### config.mk
export PLATFORM = sky130hd
export DESIGN_NAME = panda_pulse_queue_flat
export DESIGN_NICKNAME = d
export VERILOG_FILES = /design/src/rtl/panda_pulse_pkg.sv /design/src/rtl/panda_pulse_queue_if.sv /design/src/rtl/panda_pulse_fifo.sv /design/src/rtl/panda_pulse_queue.sv /design/src/flat_wrapper.sv
export SDC_FILE = /design/constraint.sdc
export NUM_CORES = 1
export LEC_CHECK = 0
export CAP_MARGIN = 20
export CORE_MARGIN = 2
export CORE_UTILIZATION = 58
export DETAILED_ROUTE_END_ITERATION = 6
export PLACE_DENSITY = 0.75
export SYNTH_ARGS = -nofsm -noshare
export SYNTH_HDL_FRONTEND = slang
export SYNTH_HIERARCHICAL = 1
export SYNTH_SLANG_ARGS = --single-unit
### constraint.sdc
create_clock -name clk_i -period 18.9 [get_ports clk_i]
set_input_delay 1.89 -clock clk_i [delete_from_list [all_inputs] [get_ports clk_i]]
set_output_delay 1.89 -clock clk_i [all_outputs]
set_load 0.005 [all_outputs]
### src/rtl/panda_pulse_pkg.sv
// ============================================================================
// Module   : panda_pulse_pkg
// Brief    : Shared constants, FSM state type and queue entry for the pulse queue
// Revision : 1.0 - initial release
// ============================================================================
`default_nettype none

package panda_pulse_pkg;

  localparam int MIN_DELAY  = 4;
  localparam int MIN_WIDTH  = 1;
  localparam int TW_DEFAULT = 32;

  typedef enum logic [1:0] {
    ST_IDLE  = 2'd0,
    ST_WAIT  = 2'd1,
    ST_HIGH  = 2'd2,
    ST_ERROR = 2'd3
  } pulse_state_t;

  typedef struct packed {
    logic [TW_DEFAULT-1:0] fire;
    logic [TW_DEFAULT-1:0] width;
  } pulse_entry_t;

endpackage

`default_nettype wire

### src/rtl/panda_pulse_queue_if.sv
// ============================================================================
// Module   : panda_pulse_queue_if
// Brief    : Control/status bundle of the pulse queue (trigger, timing, status)
// Revision : 1.0 - initial release
// ============================================================================
`default_nettype none

interface panda_pulse_queue_if #(
  parameter int TW          = 32,
  parameter int QUEUE_DEPTH = 16
);
  localparam int QW = $clog2(QUEUE_DEPTH) + 1;

  logic          inp_i;
  logic          enable_i;
  logic [TW-1:0] DELAY;
  logic [TW-1:0] WIDTH;
  logic          FORCE_RST;
  logic          out_o;
  logic          perr_o;
  logic [QW-1:0] QUEUE;
  logic [TW-1:0] MISSED_CNT;

  modport master (
    output inp_i, enable_i, DELAY, WIDTH, FORCE_RST,
    input  out_o, perr_o, QUEUE, MISSED_CNT
  );

  modport slave (
    input  inp_i, enable_i, DELAY, WIDTH, FORCE_RST,
    output out_o, perr_o, QUEUE, MISSED_CNT
  );
endinterface

`default_nettype wire

### src/rtl/panda_pulse_fifo.sv
// ============================================================================
// Module   : panda_pulse_fifo
// Brief    : First-word fall-through FIFO with flush; power-of-2 depth
// Revision : 1.0 - initial release
// ============================================================================
`default_nettype none

module panda_pulse_fifo #(
  parameter  int DEPTH = 16,
  parameter  int DW    = 64,
  localparam int AW    = $clog2(DEPTH)
) (
  input  wire logic          clk_i,
  input  wire logic          reset_n_i,
  input  wire logic          i_push,
  input  wire logic          i_pop,
  input  wire logic          i_flush,
  input  wire logic [DW-1:0] i_data,
  output logic      [DW-1:0] o_head,
  output logic      [AW:0]   o_count,
  output logic               o_full,
  output logic               o_empty
);

  logic [DW-1:0] r_mem [DEPTH];
  logic [AW-1:0] r_wr_ptr;
  logic [AW-1:0] r_rd_ptr;
  logic [AW:0]   r_count;
  logic          w_push;
  logic          w_pop;

  assign o_empty = (r_count == '0);
  assign o_full  = (r_count == (AW+1)'(DEPTH));
  assign o_count = r_count;
  assign o_head  = r_mem[r_rd_ptr];

  // A push into a full FIFO is legal when the head leaves in the same cycle.
  assign w_pop  = i_pop & ~o_empty;
  assign w_push = i_push & (~o_full | w_pop);

  always_ff @(posedge clk_i) begin
    if (w_push && !i_flush) begin
      r_mem[r_wr_ptr] <= i_data;
    end
  end

  always_ff @(posedge clk_i or negedge reset_n_i) begin
    if (!reset_n_i) begin
      r_wr_ptr <= '0;
      r_rd_ptr <= '0;
      r_count  <= '0;
    end else if (i_flush) begin
      r_wr_ptr <= '0;
      r_rd_ptr <= '0;
      r_count  <= '0;
    end else begin
      if (w_push) r_wr_ptr <= r_wr_ptr + AW'(1);
      if (w_pop)  r_rd_ptr <= r_rd_ptr + AW'(1);
      case ({w_push, w_pop})
        2'b10:   r_count <= r_count + (AW+1)'(1);
        2'b01:   r_count <= r_count - (AW+1)'(1);
        default: r_count <= r_count;
      endcase
    end
  end

endmodule

`default_nettype wire

### src/rtl/panda_pulse_queue.sv
// ============================================================================
// Module   : panda_pulse_queue
// Brief    : Schedules one DELAY/WIDTH pulse per rising edge of inp_i via a FIFO
// Revision : 1.0 - initial release
// ============================================================================
`default_nettype none

module panda_pulse_queue
  import panda_pulse_pkg::*;
#(
  parameter int QUEUE_DEPTH = 16,
  parameter int TW          = 32
) (
  input wire logic           clk_i,
  input wire logic           reset_n_i,
  panda_pulse_queue_if.slave bus
);

  localparam int QW = $clog2(QUEUE_DEPTH) + 1;

  typedef struct packed {
    logic [TW-1:0] fire;
    logic [TW-1:0] width;
  } entry_t;

  pulse_state_t  r_state;
  pulse_state_t  w_state_nxt;
  logic [TW-1:0] r_ts;
  logic [TW-1:0] r_last_end;
  logic [TW-1:0] r_missed;
  logic          r_last_valid;
  logic          r_inp_d;
  logic          r_perr;

  logic [TW-1:0] w_d;
  logic [TW-1:0] w_w;
  logic [TW-1:0] w_fire;
  logic [TW-1:0] w_gap;
  logic [TW-1:0] w_head_end;
  entry_t        w_head;
  entry_t        w_new;
  logic [QW-1:0] w_count;
  logic          w_edge;
  logic          w_live;
  logic          w_overlap;
  logic          w_accept;
  logic          w_drop;
  logic          w_full;
  logic          w_empty;
  logic          w_hit;
  logic          w_pop;
  logic          w_overflow;
  logic          w_flush;
  logic          w_remain;

  assign w_d    = (bus.DELAY < TW'(MIN_DELAY)) ? TW'(MIN_DELAY) : bus.DELAY;
  assign w_w    = (bus.WIDTH < TW'(MIN_WIDTH)) ? TW'(MIN_WIDTH) : bus.WIDTH;
  assign w_fire = r_ts + w_d;
  assign w_new  = '{fire: w_fire, width: w_w};

  assign w_edge = bus.inp_i & ~r_inp_d;
  assign w_live = w_edge & bus.enable_i & ~bus.FORCE_RST & ~r_perr;

  // Sign of the modular difference orders two timestamps across a ts wrap.
  assign w_gap     = w_fire - r_last_end;
  assign w_overlap = r_last_valid & w_gap[TW-1];
  assign w_accept  = w_live & ~w_overlap;
  assign w_drop    = w_live & w_overlap;

  assign w_head_end = w_head.fire + w_head.width;
  assign w_hit      = ~w_empty & ((r_ts - w_head.fire) < w_head.width);
  assign w_pop      = w_hit & (r_ts == (w_head_end - TW'(1)));
  assign w_overflow = w_accept & w_full & ~w_pop;
  assign w_flush    = bus.FORCE_RST | ~bus.enable_i | w_overflow;
  assign w_remain   = (w_count > QW'(1)) | w_accept;

  panda_pulse_fifo #(
    .DEPTH (QUEUE_DEPTH),
    .DW    (2 * TW)
  ) u_fifo (
    .clk_i     (clk_i),
    .reset_n_i (reset_n_i),
    .i_push    (w_accept & ~w_overflow),
    .i_pop     (w_pop),
    .i_flush   (w_flush),
    .i_data    (w_new),
    .o_head    (w_head),
    .o_count   (w_count),
    .o_full    (w_full),
    .o_empty   (w_empty)
  );

  always_ff @(posedge clk_i or negedge reset_n_i) begin
    if (!reset_n_i) r_state <= ST_IDLE;
    else            r_state <= w_state_nxt;
  end

  always_comb begin
    w_state_nxt = r_state;
    if (bus.FORCE_RST) begin
      w_state_nxt = ST_IDLE;
    end else if (r_state == ST_ERROR) begin
      w_state_nxt = ST_ERROR;
    end else if (w_overflow) begin
      w_state_nxt = ST_ERROR;
    end else if (!bus.enable_i) begin
      w_state_nxt = ST_IDLE;
    end else begin
      case (r_state)
        ST_IDLE: if (w_accept) w_state_nxt = ST_WAIT;
        ST_WAIT: begin
          if (w_pop)      w_state_nxt = w_remain ? ST_WAIT : ST_IDLE;
          else if (w_hit) w_state_nxt = ST_HIGH;
        end
        ST_HIGH: begin
          // A contiguous successor keeps w_hit asserted, so out_o shows no gap.
          if (w_pop) w_state_nxt = w_remain ? ST_WAIT : ST_IDLE;
        end
        default: w_state_nxt = r_state;
      endcase
    end
  end

  always_ff @(posedge clk_i or negedge reset_n_i) begin
    if (!reset_n_i) begin
      r_ts         <= '0;
      r_inp_d      <= 1'b0;
      r_perr       <= 1'b0;
      r_missed     <= '0;
      r_last_valid <= 1'b0;
      r_last_end   <= '0;
    end else begin
      r_ts    <= r_ts + TW'(1);
      r_inp_d <= bus.inp_i;
      if (bus.FORCE_RST) begin
        r_perr   <= 1'b0;
        r_missed <= '0;
      end else begin
        if (w_overflow) r_perr <= 1'b1;
        if (w_drop && (r_missed != '1)) r_missed <= r_missed + TW'(1);
      end
      // Once ts reaches the last end, no future fire can overlap it.
      if (w_flush) begin
        r_last_valid <= 1'b0;
      end else if (w_accept) begin
        r_last_valid <= 1'b1;
        r_last_end   <= w_fire + w_w;
      end else if (r_ts == r_last_end) begin
        r_last_valid <= 1'b0;
      end
    end
  end

  assign bus.out_o      = w_hit & (r_state != ST_ERROR);
  assign bus.perr_o     = r_perr;
  assign bus.QUEUE      = w_count;
  assign bus.MISSED_CNT = r_missed;

endmodule

`default_nettype wire

### src/flat_wrapper.sv
// flat-port wrapper written by rule: the top's interface ports become plain ports
module panda_pulse_queue_flat import panda_pulse_pkg::*;
#(
  parameter int QUEUE_DEPTH = 16,
  parameter int TW          = 32
)
  (clk_i, reset_n_i, bus_inp_i, bus_enable_i, bus_DELAY, bus_WIDTH, bus_FORCE_RST, bus_out_o, bus_perr_o, bus_QUEUE, bus_MISSED_CNT);
  panda_pulse_queue_if #(.TW(TW), .QUEUE_DEPTH(QUEUE_DEPTH)) bus_i ();
  input wire logic clk_i;
  input wire logic reset_n_i;
  input wire logic [$bits(bus_i.inp_i)-1:0] bus_inp_i;
  input wire logic [$bits(bus_i.enable_i)-1:0] bus_enable_i;
  input wire logic [$bits(bus_i.DELAY)-1:0] bus_DELAY;
  input wire logic [$bits(bus_i.WIDTH)-1:0] bus_WIDTH;
  input wire logic [$bits(bus_i.FORCE_RST)-1:0] bus_FORCE_RST;
  output wire logic [$bits(bus_i.out_o)-1:0] bus_out_o;
  output wire logic [$bits(bus_i.perr_o)-1:0] bus_perr_o;
  output wire logic [$bits(bus_i.QUEUE)-1:0] bus_QUEUE;
  output wire logic [$bits(bus_i.MISSED_CNT)-1:0] bus_MISSED_CNT;
  assign bus_i.inp_i = bus_inp_i;
  assign bus_i.enable_i = bus_enable_i;
  assign bus_i.DELAY = bus_DELAY;
  assign bus_i.WIDTH = bus_WIDTH;
  assign bus_i.FORCE_RST = bus_FORCE_RST;
  assign bus_out_o = bus_i.out_o;
  assign bus_perr_o = bus_i.perr_o;
  assign bus_QUEUE = bus_i.QUEUE;
  assign bus_MISSED_CNT = bus_i.MISSED_CNT;
  panda_pulse_queue #(.QUEUE_DEPTH(QUEUE_DEPTH), .TW(TW)) u_core (.clk_i(clk_i), .reset_n_i(reset_n_i), .bus(bus_i));
endmodule
==> After elaboration in Yosys (flattened, before gate mapping) <==
Memories as Yosys holds them, arrays and structs flattened.
Cells that the tools add are included.
{ "word_totals": {"elab_cells": 110, "output_inout_bits": 39, "in_bits": 69, "ramBits": 1024, "memories": 1, "register_bits": 114} }
{ "op_classes": {"mux": 27, "order_cmp": 4, "reduce_logical": 13, "add_sub_neg": 12, "bitwise_logic": 29, "n_eq_ne": 14} }
{ "memory_table": {"columns": ["name", "words", "width", "read_ports", "rd_clocked_by_memory_dff", "wr", "line_no", "source"], "rows": [
  ["u_core.u_fifo.r_mem", 16, 64, 1, 0, 1, "panda_pulse_fifo.sv:25", "logic [DW-1:0] r_mem [DEPTH];"]
]} }
{ "op_table": {"columns": ["op", "count"], "rows": [
  ["$mux W32", 4],
  ["$add A32 B32 Y32", 3],
  ["$add A32 B1 Y32 const B", 2],
  ["$eq A32 B32 Y1", 2],
  ["$sub A32 B32 Y32", 2],
  ["$lt A32 B1 Y1 const B", 1],
  ["$lt A32 B3 Y1 const B", 1],
  ["$lt A32 B32 Y1", 1],
  ["$ne A32 B32 Y1 const B", 1],
  ["$sub A32 B1 Y32 const B", 1],
  ["$mux W2", 8],
  ["$mux W4", 4],
  ["$and A1 B1 Y1", 15],
  ["$not A1 Y1", 10],
  ["$pmux W5 S2", 1],
  ["$add A4 B1 Y4 const B", 2],
  ["$mux W1", 8],
  ["$reduce_bool A2 Y1", 4],
  ["$ne A7 B1 Y1 const B", 1],
  ["$ne A7 B4 Y1 const B", 1],
  ["$eq A2 B2 Y1 const B", 3],
  ["$ne A6 B3 Y1 const B", 1],
  ["$ne A6 B4 Y1 const B", 1],
  ["$pmux W2 S3", 1],
  ["15 further kinds", 21]
]} }

==> Depth between registers and ports, before layout <==
{ "depth": {"word_depth": 15, "ltp_mapped": 41, "ltp_nobuf": 37} }

==> By module <==
The synthesis kept the hierarchy.
{ "modules_own_cells": {"columns": ["module", "cells_per_inst", "seq_area_each_um2", "area_per_inst_um2", "n_inst"], "rows": [
  ["panda_pulse_fifo", 1529, 31074.8, 39312.7, 1],
  ["panda_pulse_queue", 1943, 2527.4, 14729.1, 1]
]} }

==> Worst setup path after synthesis <==
OpenSTA, ideal clock, no wires.
{ "synth_timing": {"kind": "input -> register", "startpoint": "input port bus_DELAY[7]", "endpoint": "memory u_core.u_fifo.r_mem[12][0], enable pin", "stages": 32, "n_path_buf": 2, "arrival_ps": 10565, "setup_ps": 486, "required_ps": 18414, "setup_slack_ps": 7849, "path_cell_list": "nor4_1 -> nand4_1 -> nor2_1 -> nor2b_1 -> ha_1 -> inv_1 -> fa_1 -> nor2b_1 -> o21a_1 -> o21ai_0 -> a31oi_1 -> o211ai_1 -> a31oi_1 -> a21oi_1 -> a211oi_1 -> o41ai_1 -> xnor2_1 -> ha_1 -> a21o_1 -> a21o_1 -> a221oi_1 -> mux2i_1 -> o31a_1 -> o21ai_0 -> xor2_1 -> a21o_1 -> a21oi_4 -> buf_2 -> clkbuf_1 -> nor2b_1 -> nand2_1 -> nor2_1"} }
{ "synth_via": {"elab_chain_len": 15, "word_cells_on_any_way": 17, "classes_between": "add/sub (2); order compare (1); mux (3); bitwise (9); reduce/logical (2)"} }
{ "synth_rtl": {"columns": ["item", "line_no", "source"], "rows": [
  ["start: declaration", "flat_wrapper.sv:13", "input wire logic [$bits(bus_i.DELAY)-1:0] bus_DELAY;"],
  ["$lt A32 B3 Y1", "panda_pulse_queue.sv:56", "assign w_d = (bus.DELAY < TW'(MIN_DELAY)) ? TW'(MIN_DELAY) : bus.DELAY;"],
  ["$mux W32 (*)", "panda_pulse_queue.sv:56", null],
  ["$add A32 B32 Y32 (*)", "panda_pulse_queue.sv:58", "assign w_fire = r_ts + w_d;"],
  ["named net u_core.w_fire[28]", "panda_pulse_queue.sv:37", "logic [TW-1:0] w_fire;"],
  ["$sub A32 B32 Y32 (*)", "panda_pulse_queue.sv:65", "assign w_gap = w_fire - r_last_end;"],
  ["$and A1 B1 Y1 (*)", "panda_pulse_queue.sv:66", "assign w_overlap = r_last_valid & w_gap[TW-1];"],
  ["$not A1 Y1 (*)", "panda_pulse_queue.sv:67", "assign w_accept = w_live & ~w_overlap;"],
  ["$and A1 B1 Y1 (*)", "panda_pulse_queue.sv:67", null],
  ["$and A1 B1 Y1 (2 in a row)", "panda_pulse_queue.sv:73", "assign w_overflow = w_accept & w_full & ~w_pop;"],
  ["$not A1 Y1", "panda_pulse_queue.sv:83", ".i_push (w_accept & ~w_overflow),"],
  ["$and A1 B1 Y1", "panda_pulse_queue.sv:83", null],
  ["$and A1 B1 Y1", "panda_pulse_fifo.sv:39", "assign w_push = i_push & (~o_full | w_pop);"],
  ["$logic_and A1 B1 Y1 (*)", "panda_pulse_fifo.sv:42", "if (w_push && !i_flush) begin"],
  ["$mux W1 (*)", "panda_pulse_fifo.sv:42", null],
  ["$mux W1 (implied by the code) (*)", "panda_pulse_fifo.sv:43", "r_mem[r_wr_ptr] <= i_data;"],
  ["end: declaration", "panda_pulse_fifo.sv:25", null]
]} }
The timed path passes the listed nets; every way through them passes the cells marked *.

==> Final worst setup path <==
{ "layout_timing": {"startpoint": "input port bus_DELAY[24]", "endpoint": "memory u_core.u_fifo.r_mem[7][26], enable pin"} }
{ "layout_via": {"word_cells_on_any_way": 17, "classes_between": "add/sub (2); order compare (1); mux (3); bitwise (9); reduce/logical (2)"} }
{ "layout_lines": {"columns": ["item", "line_no", "source"], "rows": [
  ["$lt A32 B3 Y1", "panda_pulse_queue.sv:56", null],
  ["$mux W32 (*)", "panda_pulse_queue.sv:56", null],
  ["$add A32 B32 Y32 (*)", "panda_pulse_queue.sv:58", null],
  ["named net u_core.w_fire[28]", "panda_pulse_queue.sv:37", null],
  ["$sub A32 B32 Y32 (*)", "panda_pulse_queue.sv:65", null],
  ["$and A1 B1 Y1 (*)", "panda_pulse_queue.sv:66", null],
  ["$not A1 Y1 (*)", "panda_pulse_queue.sv:67", null],
  ["$and A1 B1 Y1 (*)", "panda_pulse_queue.sv:67", null],
  ["$and A1 B1 Y1 (*) (2 in a row)", "panda_pulse_queue.sv:73", null],
  ["$or A1 B1 Y1 (*)", "panda_pulse_queue.sv:74", "assign w_flush = bus.FORCE_RST | ~bus.enable_i | w_overflow;"],
  ["named net u_core.w_flush", "panda_pulse_queue.sv:53", "logic w_flush;"],
  ["$logic_not A1 Y1 (*)", "panda_pulse_fifo.sv:42", null],
  ["$logic_and A1 B1 Y1 (*)", "panda_pulse_fifo.sv:42", null],
  ["$mux W1 (*)", "panda_pulse_fifo.sv:42", null],
  ["$mux W1 (implied by the code) (*)", "panda_pulse_fifo.sv:43", null]
]} }
Marked as above.

==> metrics <==
status=complete, no violations; delay-heaviest family, CP=compound AO/OA/AOI/OAI gates; relative slew slack=20.9%; Final nets=3890; H-Tree Depth=3; vias in the first global route=31.8k; main combinational cell family by area after synthesis=multiplexers; Antenna Violating Nets Remaining=0; peak supply drop=108 µV; largest net degree at the start of global routing=133; clk_skew=0.0289 ns; PnR worst setup slack=7.02 ns; Starting Density=58.8%; hold slack final=0.556 ns; gr usage total=31.5%; detailed placement HPWL=92.9 mm; Hold Startpoint=u_core/r_state[0]; Ys Warns=6; total power=5.27 mW; Hold Path Class=reg -> reg; Post-CTS Setup Bufs=0; Slew Limit Fails=0; DRT iter0 DRCs=3865; Compound-Gate Fraction of Synth Area=5.68%; TNS Setup=0 ns; clock tree from TritonCTS=done; register area share after synthesis=62.2%; Post-synth EDFFs=1024; global-route wire length before repair=216 mm; Slew @ Worst Pin=1.19 ns; library cells used by synthesis=85; routed vias=32.2k; root buffer selected by CTS=clkbuf_16; critical setup path kind=in -> reg; commonest non-fill, non-tap cell in the layout=edfxtp_1; Post-Place Worst Slack=6.61 ns; FF-to-FF End=u_core/u_fifo/r_mem[0][62]; final hold violation count=0; Routed WL=147 mm; Max FO, Critical Path=45; Worst Path Required=19.22 ns; Placer Congestion=0.946; Post-Syn Instances=3472; adder-cell share of the synthesized area=5.51%; Port Buffers=107; multiplexer share of the synthesized area=13.8%; grt total ovfl=0; CTS Hold Buffers Added=0; FMAX=0.0842 GHz; # IOs=108; Layout Utilization=65.4%; power per standard cell area=87.7 nW/µm²; simple-gate share of the synthesized area=6.30%; Vert. Die Dim=309 µm; critical path launch point type=input port; register clock-pin slew on the reported worst setup and hold paths=0.06 ns; hold endpoint=u_core/r_state[0]; r2r setup slk=7.03 ns; residual DRC count=0; r2r startpoint=u_core/u_fifo/r_rd_ptr[1]; Mapped Area=54000 µm²; leakage=20.6 nW; RSZ-0062 raised after global routing=no; initial antenna violation count=3; maxcap violations=0; Buffers & Inverters on Critical Path=5; Clock Latency Late Sink=0.72 ns; core footprint=91900 µm²; # rows=111; Cells on Worst Hold Path=1; # setup viols final=0; Synth Flop Type=edfxtp_1; CP peak stage delay=0.81 ns; part of the cycle the worst path needs=62.9%; post-DR wirelength/cell=29.8 µm; ys async rst share=10.0%; CTS buffer count=109; flops & latches, synth=1138; crit end category=register; most frequent cells in the layout=1024 x edfxtp_1, 320 x mux4_2, 230 x ha_1, 204 x inv_1, 167 x nor2_1; Syn-to-layout area delta=11.3%; register area=33600 µm²; CP max stage cell=buf_4; Syn Area/Cell=15.6 µm²; largest buffer count on any clock path=3; XOR/XNOR share of the synthesized area=3.56%; syn nets=3776; Num Clock Sinks=1138; layout cells sized above 1=16.6%; TritonRoute pass-1 iters=5; Final min period=11.88 ns; DIE AREA=95600 µm²; vias per cell=6.54; fillcell total=6269; multi-input logic area=19000 µm²; R2R depth=29; Arr. time, crit path=12.20 ns; die span in x=309 µm; Resized cells post-CTS=0
sequential cells by signal, summed over array words and instances, names as in the netlist:
register	cells
u_core/r_inp_d	1
u_core/r_ts	32
u_core/u_fifo/o_count	5
u_core/r_last_valid	1
u_core/u_fifo/r_rd_ptr	4
u_core/u_fifo/r_wr_ptr	4
u_core/bus.perr_o	1
u_core/u_fifo/r_mem	1024
u_core/r_state	2
u_core/bus.MISSED_CNT	32
u_core/r_last_end	32
metal layers:
metal,share of wire [%],track usage (%),vias up
met1,38,43.1,16400
li1,-,-,13800
met3,9.6,6.04,293
met5,0.0075,0,-
met4,4.3,11.9,2
met2,48,50.8,1817
synthesized netlist by cell type (all sizes together), types with 21 or more instances:
master  number  share of area (%)
edfxtp    1024                 57
mux4       320                 13
ha         230                5.3
inv        204                1.4
nor2       185                1.3
xnor2      156                2.5
nand2      151                1.1
clkbuf     122               0.85
a21oi      121                1.1
dfrtp      114                5.3
o21ai      112                1.0
xor2        63                1.0
nand3       61               0.58
buf         59               0.70
nand4       54               0.63
a21o        53               0.74
nor3        42               0.39
nor4        38               0.44
nor2b       27               0.31
a211oi      25               0.35
and3        25               0.29
nand2b      23               0.27
o21bai      22               0.31
o211ai      21               0.31
metrics by stage:
step / std cells / area (µm²)
after detailed placement: 4718 / 56600
after CTS: 4924 / 60100
after global routing: 4924 / 60100
after global placement: 4718 / 56600
after floorplan: 3472 / 54000
final: 4925 / 60100
where the power goes:
part	switching, mW	total, mW	internal, mW
Sequential	0.0194	2.79	2.77
Combinational	0.199	0.315	0.116
Clock	0.965	2.17	1.20
Total	1.18	5.27	4.09
how the worst max path moves through the flow:
stage / cells after the start / startpoint / endpoint / slack (ns)
after floorplan: 32 / bus_DELAY[7] / u_core/u_fifo/r_mem[12][0] / 7.85
after global placement: 35 / bus_DELAY[24] / u_core/u_fifo/r_mem[1][51] / 6.73
after detailed placement: 35 / bus_DELAY[30] / u_core/u_fifo/r_mem[3][27] / 6.61
after CTS: 32 / u_core/u_fifo/r_rd_ptr[0] / u_core/u_fifo/r_mem[0][32] / 7.13
after global routing: 31 / u_core/u_fifo/r_rd_ptr[0] / u_core/u_fifo/r_mem[0][58] / 6.28
final: 35 / bus_DELAY[24] / u_core/u_fifo/r_mem[7][26] / 7.02
area by class of cell:
class | instances | share of cell area (%)
Sequential cell | 1138 | 55.9
Multi-Input combinational cell | 1949 | 31.5
Clock buffer | 136 | 4.82
Timing Repair Buffer | 184 | 2.78
Tap cell | 1243 | 2.59
Inverter | 204 | 1.27
Clock inverter | 70 | 1.08
Antenna cell | 1 | 0.00416
cells by family after synthesis:
group | after synthesis
AOI/OAI and AO/OA | 470
DFF | 1138
adders and majority gates | 235
and+or+nand+nor | 681
xor gates and xnor gates | 219
buffers and inverters | 385
muxes | 344
Power figures use the tool's default switching activity.
